[src/rtl/bmp_stream_proc.sv]
// BMP copy/process engine: streams a BMP file from ROM to RAM, validating the header
// and applying a runtime-selected pixel operation to bytes at or above the pixel offset.
module bmp_stream_proc #(
  parameter int ADDR_WIDTH = 20,
  parameter int MAX_SIZE   = 786486,
  parameter int PIX_BYTES  = 3
) (
  input  logic                  clk,
  input  logic                  rst,
  input  logic                  in_valid,
  input  logic [1:0]            mode,
  input  logic [7:0]            thr,
  input  logic [7:0]            ROM_Q,
  output logic                  ROM_valid,
  output logic [ADDR_WIDTH-1:0] ROM_addr,
  output logic                  RAM_valid,
  output logic [7:0]            RAM_D,
  output logic [ADDR_WIDTH-1:0] RAM_addr,
  output logic                  busy,
  output logic                  done,
  output logic                  err
);

  localparam logic [31:0] MAX32  = 32'(MAX_SIZE);
  localparam logic [1:0]  K_LAST = 2'(PIX_BYTES - 1);

  typedef enum logic [2:0] {IDLE, RUN, DRAIN, DONE, ERR} state_t;

  typedef struct packed {
    logic                  v;
    logic [ADDR_WIDTH-1:0] a;
    logic [7:0]            d;
    logic                  pix;
    logic                  whole;
    logic [1:0]            k;
  } stage_t;

  state_t                state;
  logic [ADDR_WIDTH-1:0] rd_addr;
  logic [31:0]           size_reg;
  logic [31:0]           off_reg;
  logic                  size_known;
  logic [1:0]            mode_reg;
  logic [7:0]            thr_reg;
  logic                  rx_v;
  logic [ADDR_WIDTH-1:0] rx_a;
  logic [1:0]            pix_k;
  stage_t                s1;
  stage_t                s2;
  logic [7:0]            gray_reg;

  logic [31:0] limit;
  logic [31:0] rx_ext;
  logic [31:0] rd_ext;
  logic [31:0] size_full;
  logic [31:0] off_full;
  logic        fault;
  stage_t      rx_stage;
  logic [9:0]  gray_sum;
  logic [7:0]  gray_now;
  logic [7:0]  shade;
  logic [7:0]  out_d;

  // rx stage is the byte currently on ROM_Q; when s2 holds a pixel's B byte,
  // s1 holds G and ROM_Q holds R, so gray is formed just in time for B's write.
  always_comb begin
    limit     = size_known ? size_reg : MAX32;
    rx_ext    = 32'(rx_a);
    rd_ext    = 32'(rd_addr);
    size_full = {ROM_Q, size_reg[23:0]};
    off_full  = {ROM_Q, off_reg[23:0]};
    fault     = 1'b0;
    if (rx_v) begin
      case (rx_ext)
        32'd0:   fault = (ROM_Q != 8'h42);
        32'd1:   fault = (ROM_Q != 8'h4D);
        32'd5:   fault = (size_full > MAX32) || (size_full < 32'd54);
        32'd13:  fault = (off_full < 32'd14) || (off_full >= size_reg);
        default: fault = 1'b0;
      endcase
    end

    rx_stage.v     = rx_v;
    rx_stage.a     = rx_a;
    rx_stage.d     = ROM_Q;
    rx_stage.pix   = rx_v && (rx_ext >= 32'd14) && (rx_ext >= off_reg);
    rx_stage.whole = (rx_ext - 32'(pix_k) + 32'(PIX_BYTES)) <= size_reg;
    rx_stage.k     = pix_k;

    gray_sum = 10'(s2.d) + {1'b0, s1.d, 1'b0} + 10'(ROM_Q);
    gray_now = 8'(gray_sum >> 2);
    shade    = (s2.k == 2'd0) ? gray_now : gray_reg;

    out_d = s2.d;
    if (s2.pix && s2.whole && !(PIX_BYTES == 4 && s2.k == 2'd3)) begin
      case (mode_reg)
        2'd1:    out_d = ~s2.d;
        2'd2:    out_d = shade;
        2'd3:    out_d = (shade >= thr_reg) ? 8'hFF : 8'h00;
        default: out_d = s2.d;
      endcase
    end
  end

  // Read issue, header capture, 3-stage write delay line and control FSM.
  always_ff @(posedge clk or posedge rst) begin
    if (rst) begin
      state      <= IDLE;
      ROM_valid  <= 1'b0;
      ROM_addr   <= '0;
      RAM_valid  <= 1'b0;
      RAM_D      <= 8'h00;
      RAM_addr   <= '0;
      busy       <= 1'b0;
      done       <= 1'b0;
      err        <= 1'b0;
      rd_addr    <= '0;
      size_reg   <= '0;
      off_reg    <= '0;
      size_known <= 1'b0;
      mode_reg   <= 2'd0;
      thr_reg    <= 8'h00;
      rx_v       <= 1'b0;
      rx_a       <= '0;
      pix_k      <= 2'd0;
      s1         <= '0;
      s2         <= '0;
      gray_reg   <= 8'h00;
    end else begin
      rx_v      <= ROM_valid;
      rx_a      <= ROM_addr;
      s1        <= rx_stage;
      s2        <= s1;
      RAM_valid <= s2.v;
      RAM_addr  <= s2.a;
      RAM_D     <= out_d;
      if (s2.v && s2.pix && s2.whole && s2.k == 2'd0)
        gray_reg <= gray_now;
      if (rx_stage.pix)
        pix_k <= (pix_k == K_LAST) ? 2'd0 : pix_k + 2'd1;
      if (rx_v) begin
        case (rx_ext)
          32'd2:  size_reg[7:0]   <= ROM_Q;
          32'd3:  size_reg[15:8]  <= ROM_Q;
          32'd4:  size_reg[23:16] <= ROM_Q;
          32'd5: begin
            size_reg[31:24] <= ROM_Q;
            size_known      <= 1'b1;
          end
          32'd10: off_reg[7:0]   <= ROM_Q;
          32'd11: off_reg[15:8]  <= ROM_Q;
          32'd12: off_reg[23:16] <= ROM_Q;
          32'd13: off_reg[31:24] <= ROM_Q;
          default: ;
        endcase
      end

      case (state)
        RUN, DRAIN: begin
          if (fault) begin
            state     <= ERR;
            ROM_valid <= 1'b0;
            rx_v      <= 1'b0;
            s1.v      <= 1'b0;
            s2.v      <= 1'b0;
            RAM_valid <= 1'b0;
            busy      <= 1'b0;
            done      <= 1'b1;
            err       <= 1'b1;
          end else if (state == RUN) begin
            if (rd_ext < limit) begin
              ROM_valid <= 1'b1;
              ROM_addr  <= rd_addr;
              rd_addr   <= rd_addr + 1'b1;
              if (rd_ext + 32'd1 >= limit)
                state <= DRAIN;
            end else begin
              ROM_valid <= 1'b0;
            end
          end else begin
            ROM_valid <= 1'b0;
            if (RAM_valid && 32'(RAM_addr) == limit - 32'd1) begin
              state <= DONE;
              busy  <= 1'b0;
              done  <= 1'b1;
            end
          end
        end
        default: begin
          ROM_valid <= 1'b0;
          if (in_valid) begin
            state      <= RUN;
            busy       <= 1'b1;
            done       <= 1'b0;
            err        <= 1'b0;
            mode_reg   <= mode;
            thr_reg    <= thr;
            rd_addr    <= '0;
            size_reg   <= '0;
            off_reg    <= '0;
            size_known <= 1'b0;
            pix_k      <= 2'd0;
          end
        end
      endcase
    end
  end

endmodule

[config.mk]
export PLATFORM = sky130hd
export DESIGN_NAME = bmp_stream_proc
export DESIGN_NICKNAME = d
export VERILOG_FILES = /design/src/rtl/bmp_stream_proc.sv
export SDC_FILE = /design/constraint.sdc
export NUM_CORES = 1
export LEC_CHECK = 0
export BUFFER_PORTS_ARGS = -buffer_cell sky130_fd_sc_hd__buf_2
export CORE_MARGIN = 1
export CORE_UTILIZATION = 50
export DETAILED_ROUTE_END_ITERATION = 8
export PLACE_DENSITY = 0.67
export SETUP_SLACK_MARGIN = 0.3
export SYNTH_ARGS = -nofsm -noshare
export SYNTH_HDL_FRONTEND = slang
export SYNTH_SLANG_ARGS = --single-unit
[constraint.sdc]
create_clock -name clk -period 9.3 [get_ports clk]
set_input_delay 0 -clock clk [delete_from_list [all_inputs] [get_ports clk]]
set_output_delay 0 -clock clk [all_outputs]
set_load 0.01 [all_outputs]
# Yosys cells after proc, flatten, opt, wreduce, memory -nomap -nowiden
# Index checks and enable logic that the tools add are counted.
[op_classes]
n_addsub = 8
n_lt_le_gt_ge = 10
eq_ne = 27
n_mux = 65
bitwise_logic = 3
reduce_logical = 19
[ops]
columns = ["op", "n"]
rows = [
  ["2-to-1 mux 32 bit", 7],
  ["2-to-1 mux 20 bit", 5],
  ["2-to-1 mux 8 bit", 11],
  ["== test 20 x 4 -> 1 bit, second input constant", 4],
  ["== test 20 x 2 -> 1 bit, second input constant", 2],
  ["== test 20 x 3 -> 1 bit, second input constant", 2],
  ["== test 20 x 32 -> 1 bit", 1],
  [">= comparator 20 x 32 -> 1 bit", 1],
  [">= comparator 21 x 32 -> 1 bit", 1],
  [">= comparator 32 bit", 1],
  ["> comparator 32 x 20 -> 1 bit, second input constant", 1],
  ["<= comparator 32 bit", 1],
  ["< comparator 20 x 32 -> 1 bit", 1],
  ["< comparator 32 x 4 -> 1 bit, second input constant", 1],
  ["< comparator 32 x 6 -> 1 bit, second input constant", 1],
  ["subtractor 32 x 1 -> 32 bit, second input constant", 1],
  ["2-to-1 mux 1 bit", 29],
  ["one-hot mux 8 bit (3 select lines)", 1],
  ["adder 21 x 3 -> 22 bit, second input constant", 1],
  ["adder 20 x 1 -> 21 bit, second input constant", 1],
  ["2-to-1 mux 3 bit", 7],
  ["subtractor 20 x 2 -> 21 bit", 1],
  ["adder 20 x 1 -> 20 bit, second input constant", 1],
  ["== test 20 x 1 -> 1 bit, second input constant", 1],
  ["other kinds (26)", 49],
]
[word_totals]
regBits = 248
in_bits = 21
out_inout_bits = 53
wordCells = 163

# Longest topological paths before layout
# Gate-level depths: netlist (run 1).
[depth]
depth_word = 8
ltp_mapped = 20
depth_no_buf = 20

# Worst setup path before layout (run 1)
# No wires, ideal clock.
[synth_path]
path_kind = "reg2reg"
startpoint = "reg rx_a[0]"
endpoint = "reg s1[2] (netlist name)"
setup_time_ns = 0.083
t_arrival_ns = 4.372
path_slack_ns = 4.845
stages_incl_launch_ff = 21
path_cell_list = "dfrtp_1 -> inv_1 -> ha_1 -> fa_1 -> nor4b_2 -> nand2_1 -> nor3_1 -> xnor2_1 -> a211oi_1 -> and4b_1 -> o21ai_0 -> xnor2_1 -> ha_1 -> a21o_1 -> a21o_1 -> a21o_1 -> a21o_1 -> a211o_1 -> a21oi_1 -> nand3_1 -> o21ai_0"
[synth_lines]
columns = ["item", "line_no", "text"]
rows = [
  ["from (decl)", "46", "logic [ADDR_WIDTH-1:0] rx_a;"],
  ["from (signal assigned)", "131", "rx_a <= ROM_addr;"],
  ["to (signal assigned)", "132", "s1 <= rx_stage;"],
  ["to (decl)", "48", "stage_t s1;"],
]

==> results of run 1 <==
==> tightest hold or removal path, cell delays in order <==
cell	delay [ns]
sky130_fd_sc_hd__dlygate4sd3_1	0.53
sky130_fd_sc_hd__buf_2	0.15
sky130_fd_sc_hd__inv_8	0.45
==> through the flow <==
stage / area [µm²] / cells / hold WS [ns] / setup slack (ns)
floorplan: 15000 / 1504 / 0.0314 / 2.49
global placement: 15600 / 1915 / 0.169 / 4.21
detailed placement: 15600 / 1915 / 0.173 / 4.09
CTS: 16700 / 1984 / 0.141 / 4.03
global route: 16700 / 1984 / 0.182 / 3.34
finish: 16700 / 1984 / 0.113 / 3.90
==> synthesized netlist by cell type, drive strengths merged (29+ instances only) <==
| master | instances |
|---|---|
| dfrtp | 248 |
| ha | 145 |
| nor2 | 132 |
| nand2 | 107 |
| inv | 80 |
| mux2i | 70 |
| a21oi | 65 |
| o21ai | 63 |
| xnor2 | 44 |
| clkbuf | 39 |
| nand4 | 38 |
| a21o | 37 |
| nand3 | 33 |
| nor3 | 33 |
| nor4 | 32 |
| mux2 | 29 |
==> layout make-up <==
cell class / instances / area (µm²) / area share [%]
clock buffer: 35 / 744 / 4.45
clock inverter: 12 / 139 / 0.830
inverter: 81 / 312 / 1.86
multi-input combinational: 1116 / 8210 / 49.1
sequential: 248 / 6210 / 37.1
tap: 390 / 488 / 2.91
timing repair buffer: 102 / 638 / 3.81
==> per-layer routing <==
layer  GRT usage (%)  share of wire [%]
met5               0              0.021
met1            39.4                 45
met4            9.24                3.5
met2            44.9                 46
met3            4.26                5.9
==> cell families (layout without fill, tap and decap cells) <==
| family | after synthesis | after routing | share of synthesized area (%) |
|---|---|---|---|
| muxes | 99 | 99 | 6.85 |
| xor gates and xnor gates | 65 | 65 | 3.90 |
| DFF | 248 | 248 | 41.4 |
| and+or+nand+nor | 507 | 507 | 17.6 |
| AOI/OAI and AO/OA | 291 | 291 | 13.1 |
| adders and majority gates | 154 | 154 | 13.3 |
| buffers and inverters | 140 | 230 | 3.86 |
==> cells in the final DEF, fill, tap and decap left out, types with 10 or more instances in the layout <==
cell and n:
sky130_fd_sc_hd__nor4_1 30, sky130_fd_sc_hd__inv_1 78, sky130_fd_sc_hd__nand2_1 107, sky130_fd_sc_hd__nand3_1 33, sky130_fd_sc_hd__clkbuf_16 26, sky130_fd_sc_hd__and3_1 24, sky130_fd_sc_hd__nor2_1 129, sky130_fd_sc_hd__mux2_2 23
sky130_fd_sc_hd__dfrtp_1 248, sky130_fd_sc_hd__buf_2 73, sky130_fd_sc_hd__a21o_1 37, sky130_fd_sc_hd__xor2_1 20, sky130_fd_sc_hd__dlygate4sd3_1 22, sky130_fd_sc_hd__a21oi_1 65, sky130_fd_sc_hd__mux2i_1 70, sky130_fd_sc_hd__and4_1 10
sky130_fd_sc_hd__a211oi_1 12, sky130_fd_sc_hd__nand2b_1 22, sky130_fd_sc_hd__o21a_1 12, sky130_fd_sc_hd__o211ai_1 11, sky130_fd_sc_hd__a211o_1 10, sky130_fd_sc_hd__nand4_1 38, sky130_fd_sc_hd__nor3_1 31, sky130_fd_sc_hd__nor2b_1 14
sky130_fd_sc_hd__o21ai_0 59, sky130_fd_sc_hd__ha_1 145, sky130_fd_sc_hd__and2_1 11, sky130_fd_sc_hd__xnor2_1 44
==> power breakdown <==
part	internal (mW)	switching, mW
Sequential	1.20	0.189
Clock	0.619	0.454
Combinational	0.555	0.873
Total	2.38	1.52
==> worst paths after layout <==
kind / slack, ns / to / start / cells after the start
max in group asynchronous: 6.83 / size_reg[14] / rst / 5
max reg2reg: 3.90 / s1[2] / rx_a[0] / 19
max: 3.90 / s1[2] / rx_a[0] / 19
min in group clk: 0.20 / thr_reg[7] / thr[7] / 4
min reg2reg: 0.35 / RAM_addr[18] / s2[30] / 0
min: 0.11 / off_reg[30] / rst / 3
==> results, run 1 <==
- The root buffer cell chosen for the clock tree is sky130_fd_sc_hd__clkbuf_16.
- Port buffering added 73 buffers.
- The number of global-route vias before repair is 11400.
- The initial antenna violation count is 1.
- The share of layout cells above drive strength 1 is between 10% and 20%.
- In this run the biggest area consumer among cell types represents between 40% and 50% of the synthesized area.
- The violation count after the first detailed-route iteration is 1037.
- The relative slew slack is between 20% and 30%.
- For the pin with the worst max-slew slack, the measured transition is between 1 and 1.5 ns.
- CTS saw ~250 sinks.
- The layout has 2571 filler cells.
- The hold buffer count at cts is 22.
- The total global-route track usage is 28.2%.
- The biggest cell delay along the critical path is 0.65 ns.
- The maximum count of clock buffers along a single path is 3.
- The die is 175 µm wide.
- The post-synthesis register bit count is about 250.
- The final cell utilization of the core is 56.6%.
- In this run the worst hold path is classified as input port to asynchronous set/reset pin.
- The first global-routing pass estimated 67000 µm of wire.
- The clock period could shrink to 5.40 ns.
- The source-to-sink clock delay at the later pin of the worst-skew pair is ~0.55 ns.
- The setup TNS is 0 ns.
- Once the floorplan was initialized, standard cells occupied just over 50% of the core.
- The core box area is 29600 µm².
- The die height is about 180 µm.
- The slowest stage of the critical path belongs to the cell sky130_fd_sc_hd__nor2_1.
- After synthesis the cells add up to 15000 µm².
- The kind of cell with the highest combined delay on the critical path is simple AND/OR/NAND/NOR gates.
- The arrival time at the worst endpoint is 5.87 ns.
- Walking the worst path, the cells encountered are inv_1 > ha_1 > fa_1 > nor4b_2 > nand2_1 > nor2_1 > mux2_2 > and3_1 > o21ai_1 > nor3_1 > nor2_1 > ha_1 > nand4_1 > nor2_1 > nand2_1 > or3_1 > nor4_1 > a21oi_1 > o21ai_0.
- The dominant synthesized flop cell is sky130_fd_sc_hd__dfrtp_1.
- The type of the setup path with the least slack is flip-flop to flip-flop.
- The number of resized instances in the post-cts repair step is 0.
- In this run, CTS created clock tree buffers numbering 26.
- Yosys mapped a number of flops with a built-in enable equal to 0.
- The first detailed-routing pass took 5 iterations.
- The sequential fraction of the synthesis area is 41.4%.
- Compared with the post-synthesis result, the final layout area differs by 11.7%.
- The synthesized netlist net count is roughly 1700.
- The count of nets left with antenna violations once routing finished came out at 0.
- The number of H-tree levels is 1.
- The flow ran to the end, and the final reports show no timing, DRC or antenna violations.
- The final layout contains routed wiring with a total length of 42900 µm.
- The sort of element at the start of the critical path is a flip-flop.
- The design draws 3.90 mW.
- After technology mapping, the gate count stands at 1504.
- Sorting the synthesized cells by area gives the leading types as sky130_fd_sc_hd__dfrtp_1 41%, sky130_fd_sc_hd__ha_1 12%, sky130_fd_sc_hd__mux2i_1 4.7%.
- Of all flip-flops after synthesis, the portion carrying an async set or reset was 100%.
- The overall die area is 30700 µm².
- The clock-pin slew on the worst setup and hold paths is 0.07 ns.
- In this run the count of I/O pins placed on the die edge is 74.
- In the routed design, unresolved DRC markers number 0.
- The required time at the endpoint of the critical path is 9.77 ns.
- The leakage power of the design is between 8 and 9 nW.
- Setup repair after global routing left no endpoint under its margin.
- The final number of max-transition violations is 0.
- The placer congestion estimate is 0.939.
- Yosys printed 0 warnings.
- Among the stages of the critical path, the cell type that occurs most often is sky130_fd_sc_hd__nor2_1.
- The maximum net fanout on the critical path is 11.
- Between clock sinks in the finished design, the worst skew comes to around 0.015 ns.
- The power per cell area is 233 nW/µm².
- The pin count of the biggest net entering global routing is 99.
- Summed over all instances, the cell type with the most area after synthesis is sky130_fd_sc_hd__dfrtp_1.
- In the final routed layout, each cell accounts on average for 21.6 µm.
- Setup violations remaining at the end of the flow were counted as 0.
- The CTS tree is built.
- The routed layout has around 12000 vias.
- The nature of the critical path endpoint is a flip-flop.
- The per-cell via count in the routed design is 6.01.
- The largest registers in the layout are s1: 33 flops, s2: 33 flops.
- The number of buffers and inverters on the critical path is 1.
- The tool flagged a number of max-cap violations equal to 0.
- The final hold violation count is 0.
- The number of antenna cells inserted is 0.
- The distinct cell type count of the synthesized netlist is between 80 and 90.
- For this run, the top clock speed supported by timing is 185 MHz.
- The worst voltage drop across the vdd grid is 0.000151 V.
- Once the clock tree was built, the setup fixing pass inserted 0 buffers.
- In the finished design, the share of the clock period the worst path needs comes to 58.1%.
- The average instance in the mapped netlist occupies 9.97 µm².
- The net count of the finished layout is 1750.
- The number of rows in the core area is 63.
- The final global-route overflow total is 0.
- Once detailed placement completed, the half-perimeter wirelength came to about 32000 µm.
Power figures use the tool's default switching activity.
==> run 2: changes to the inputs <==
--- a/config.mk
+++ b/config.mk
@@ -9,7 +9,7 @@
 export CORE_MARGIN = 1
 export CORE_UTILIZATION = 50
 export DETAILED_ROUTE_END_ITERATION = 8
-export PLACE_DENSITY = 0.67
+export PLACE_DENSITY = 0.7
 export SETUP_SLACK_MARGIN = 0.3
 export SYNTH_ARGS = -nofsm -noshare
 export SYNTH_HDL_FRONTEND = slang
==> constraint.sdc (replaced) <==
create_clock -name clk -period 4.41 [get_ports clk]
set_input_delay 0 -clock clk [delete_from_list [all_inputs] [get_ports clk]]
set_output_delay 0 -clock clk [all_outputs]
set_load 0.01 [all_outputs]
==> run 2 against run 1 <==
Against the previous run:
- clock power up 120%
- maximum frequency up 31%
- via count up 3.6%
- worst setup slack worse by 3.6 ns
- global-route usage up 0.41 points
- design area up 5.3%
- critical endpoint unchanged
- clock-buffer cell count down 4
==> results, run 2 (same netlist as run 1, synthesis figures left out) <==
- At the end of routability-driven placement, the weighted congestion stood at 0.971.
- 0 antenna diodes ended up in the layout.
- The count of input and output buffers is 73.
- The total overflow left after global routing is 0.
- The fmax is 242 MHz.
- The final critical-path setup slack is approximately 0.28 ns.
- The worst-case clock skew is roughly 0.013 ns.
- The initial antenna violation count is 0.
- The kind of cell with the highest combined delay on the critical path is compound AO/OA/AOI/OAI gates.
- The source-to-sink clock delay at the later pin of the worst-skew pair is 0.55 ns.
- In this run the power density over the cells is 490 nW/µm².
- Before CTS, the worst setup slack after placement is 0.0504 ns.
- The largest individual stage delay along the critical path comes from the cell sky130_fd_sc_hd__dfrtp_2.
- The number of placed instances, taps included, is 1966.
- In this run the standard cell core region covers 29600 µm².
- Of the available clock period, the critical path in the final layout requires roughly 94%.
- In the routed layout, each cell is associated on average with a via count of around 6.0.
- The worst voltage drop across the vdd grid is 0.000351 V.
- The maximum net fanout on the critical path is 6.
- Measured along the x axis, the die boundary spans 175 µm.
- The detailed-route via count is between 10000 and 15000.
- In this run the static leakage power is slightly below 9 nW.
- The clock network is responsible for 27.2% of the overall power.
- The total wirelength of the detailed-routed design is 44200 µm.
- The effective utilization at floorplan is 50.7%.
- Leaving out fill and tap cells, the most frequent cell in the layout is sky130_fd_sc_hd__dfrtp_1.
- TritonCTS created 27 clock buffers.
- The run finished with clean final reports.
- The most frequent cell on the critical path is sky130_fd_sc_hd__a21o_1.
- The final number of max-transition violations is 0.
- In this run, the combinational gates consume 39.3% of the power.
- The buffering stage count on the worst path with inverters included is 2.
- Leaving out filler cells and counting taps, the final layout contains 2062.
- Compared with the post-synthesis result, the final layout area differs by 17.6%.
- The number of rows in the core area is 63.
- The number of I/O pins is 74.
- For this run, design rule violations remaining after detail routing come to 0.
- The total global-route track usage is 28.6%.
- The die height is 175 µm.
- The biggest cell delay along the critical path is 0.45 ns.
- For this design the total switching power over the nets is 3.37 mW.
- The first global-routing pass estimated 68200 µm of wire.
- Net switching is approximately two fifths of the power.
- Fill cells in the final layout number 2471.
- The type of the most critical hold path is input port to flip-flop.
- The total of max-cap violations is 0.
- After the first detailed-routing iteration, the DRC count stood at 1014.
- Dividing the detail-routed wire length by the instance count gives 21.4 µm.
- The arrival time at the worst endpoint is 4.60 ns.
- Entering global routing, the biggest net connects 118 pins.
- After clock tree synthesis, the clock-pin slew on the worst setup and hold paths is 0.07 ns.
- The relative slew slack is between 20% and 30%.
- Counting I/O delays and the setup requirement, the final critical path takes 4.13 ns.
- Adding up every negative setup slack in the final design gives 0 ns.
- The clock passes through at most 3 buffers.
- Setup violations remaining at the end of the flow were counted as 0.
- Setup repair after global routing could not meet its margin everywhere.
- The type of the setup path with the least slack is flip-flop to flip-flop.
- In the layout the commonest cells are 243 x sky130_fd_sc_hd__dfrtp_1, 143 x sky130_fd_sc_hd__ha_1, 123 x sky130_fd_sc_hd__nor2_1.
- In this run, flip-flops and latches consume 33.5% of the power.
- In this run the remaining antenna-violating nets after routing total 0.
- The worst setup path is launched from a flip-flop.
- The signal on the critical path passes through ha_1 > nand2b_4 > nand4_1 > buf_4 > nor4_4 > xnor2_1 > a211oi_2 > buf_4 > and4b_1 > o21ai_2 > xnor2_1 > ha_1 > a21o_1 > a21o_1 > a21o_1 > a21o_1 > a211o_1 > a21oi_2 > nand3_1 > o21ai_1.
- In the final layout, the share of cells above drive strength 1 is about 18%.
- The wire-length estimate of the detail-placed layout is 32800 µm.
- The CTS tree is built.
- The largest registers in the layout are s1: 33 flops, s2: 33 flops.
- The number of global-route vias before repair is 12000.
- The final hold violation count is 0.
- The clock root buffer is sky130_fd_sc_hd__clkbuf_16.
- The net count of the finished layout is about 1800.
- The number of detailed-route iterations in the first pass is 5.
- The overall die area is approximately 31000 µm².
- STA puts the critical path data required time at 4.88 ns.
- The clock drives between 200 and 250 sinks.
- The worst setup path is captured at a flip-flop.
- For the pin with the worst max-slew slack, the measured transition is between 1 and 1.5 ns.
- In this run the number of H-tree levels came out at 1.
- The internal power of the cells totals 5.27 mW.
[run 2: power groups by stage]
stage	sequential [mW]	clock, mW	combinational (mW)
2_1_floorplan	2.77	0	2.33
3_3_place_gp	2.92	0	3.08
3_5_place_dp	2.92	0	3.14
4_1_cts	2.88	2.39	3.22
5_1_grt	2.92	2.47	3.75
6_report	2.90	2.35	3.40
[run 2: final timing paths]
kind | from | endpoint | slack, ns | depth (start not counted)
min | thr[7] | thr_reg[7] | 0.19 | 4
max reg2reg | rx_a[1] | s1[2] | 0.28 | 20
max in group asynchronous | rst | s1[14] | 2.82 | 5
min in group asynchronous | rst | gray_reg[7] | 0.52 | 4
min reg2reg | s1[0] | s2[0] | 0.34 | 0
max | rx_a[1] | s1[2] | 0.28 | 20
[run 2: cell type report]
cell class | instances | area [µm²] | area share, %
clock inverter | 19 | 211 | 1.20
inverter | 81 | 310 | 1.76
tap | 390 | 488 | 2.77
sequential | 248 | 6210 | 35.2
timing repair buffer | 176 | 1220 | 6.93
clock buffer | 31 | 711 | 4.03
multi-input combinational | 1117 | 8470 | 48.1
[run 2: repair_timing]
action	CTS	global route
gates cloned	0	1
endpoints found under the setup margin	10	13
hold buffers	23	0
hold endpoints to repair	286	0
pin swaps	4	38
resized for setup	6	45
setup buffers	4	18
[run 2: worst min-delay path: cells and delay by family]
| family | cells | cell delay [ns] |
|---|---|---|
| AND/OR/NAND/NOR | 1 | 0.04 |
| buffers and inverters | 2 | 0.61 |
| AO/OA/AOI/OAI | 1 | 0.06 |
[run 2: stage by stage]
| stage | total power, mW | instance area (µm²) | hold slack, ns | utilization [%] |
|---|---|---|---|---|
| 2_1_floorplan | 5.10 | 15000 | 0.0314 | - |
| 3_3_place_gp | 6.00 | 16100 | -0.0344 | 54.5 |
| 3_5_place_dp | 6.06 | 16100 | -0.0339 | 54.5 |
| 4_1_cts | 8.49 | 17300 | 0.176 | 58.6 |
| 5_1_grt | 9.13 | 17600 | 0.216 | 59.6 |
| 6_report | 8.64 | 17600 | 0.186 | 59.6 |
[run 2: routing by layer]
metal / global-route usage, % / share of wire [%] / vias to the layer above
met3: 3.48 / 5.6 / 104
met2: 46.4 / 46 / 450
met4: 11.1 / 4.5 / 0
met1: 39.1 / 44 / 6027
met5: 0 / 0 / -
li1: - / - / 5769
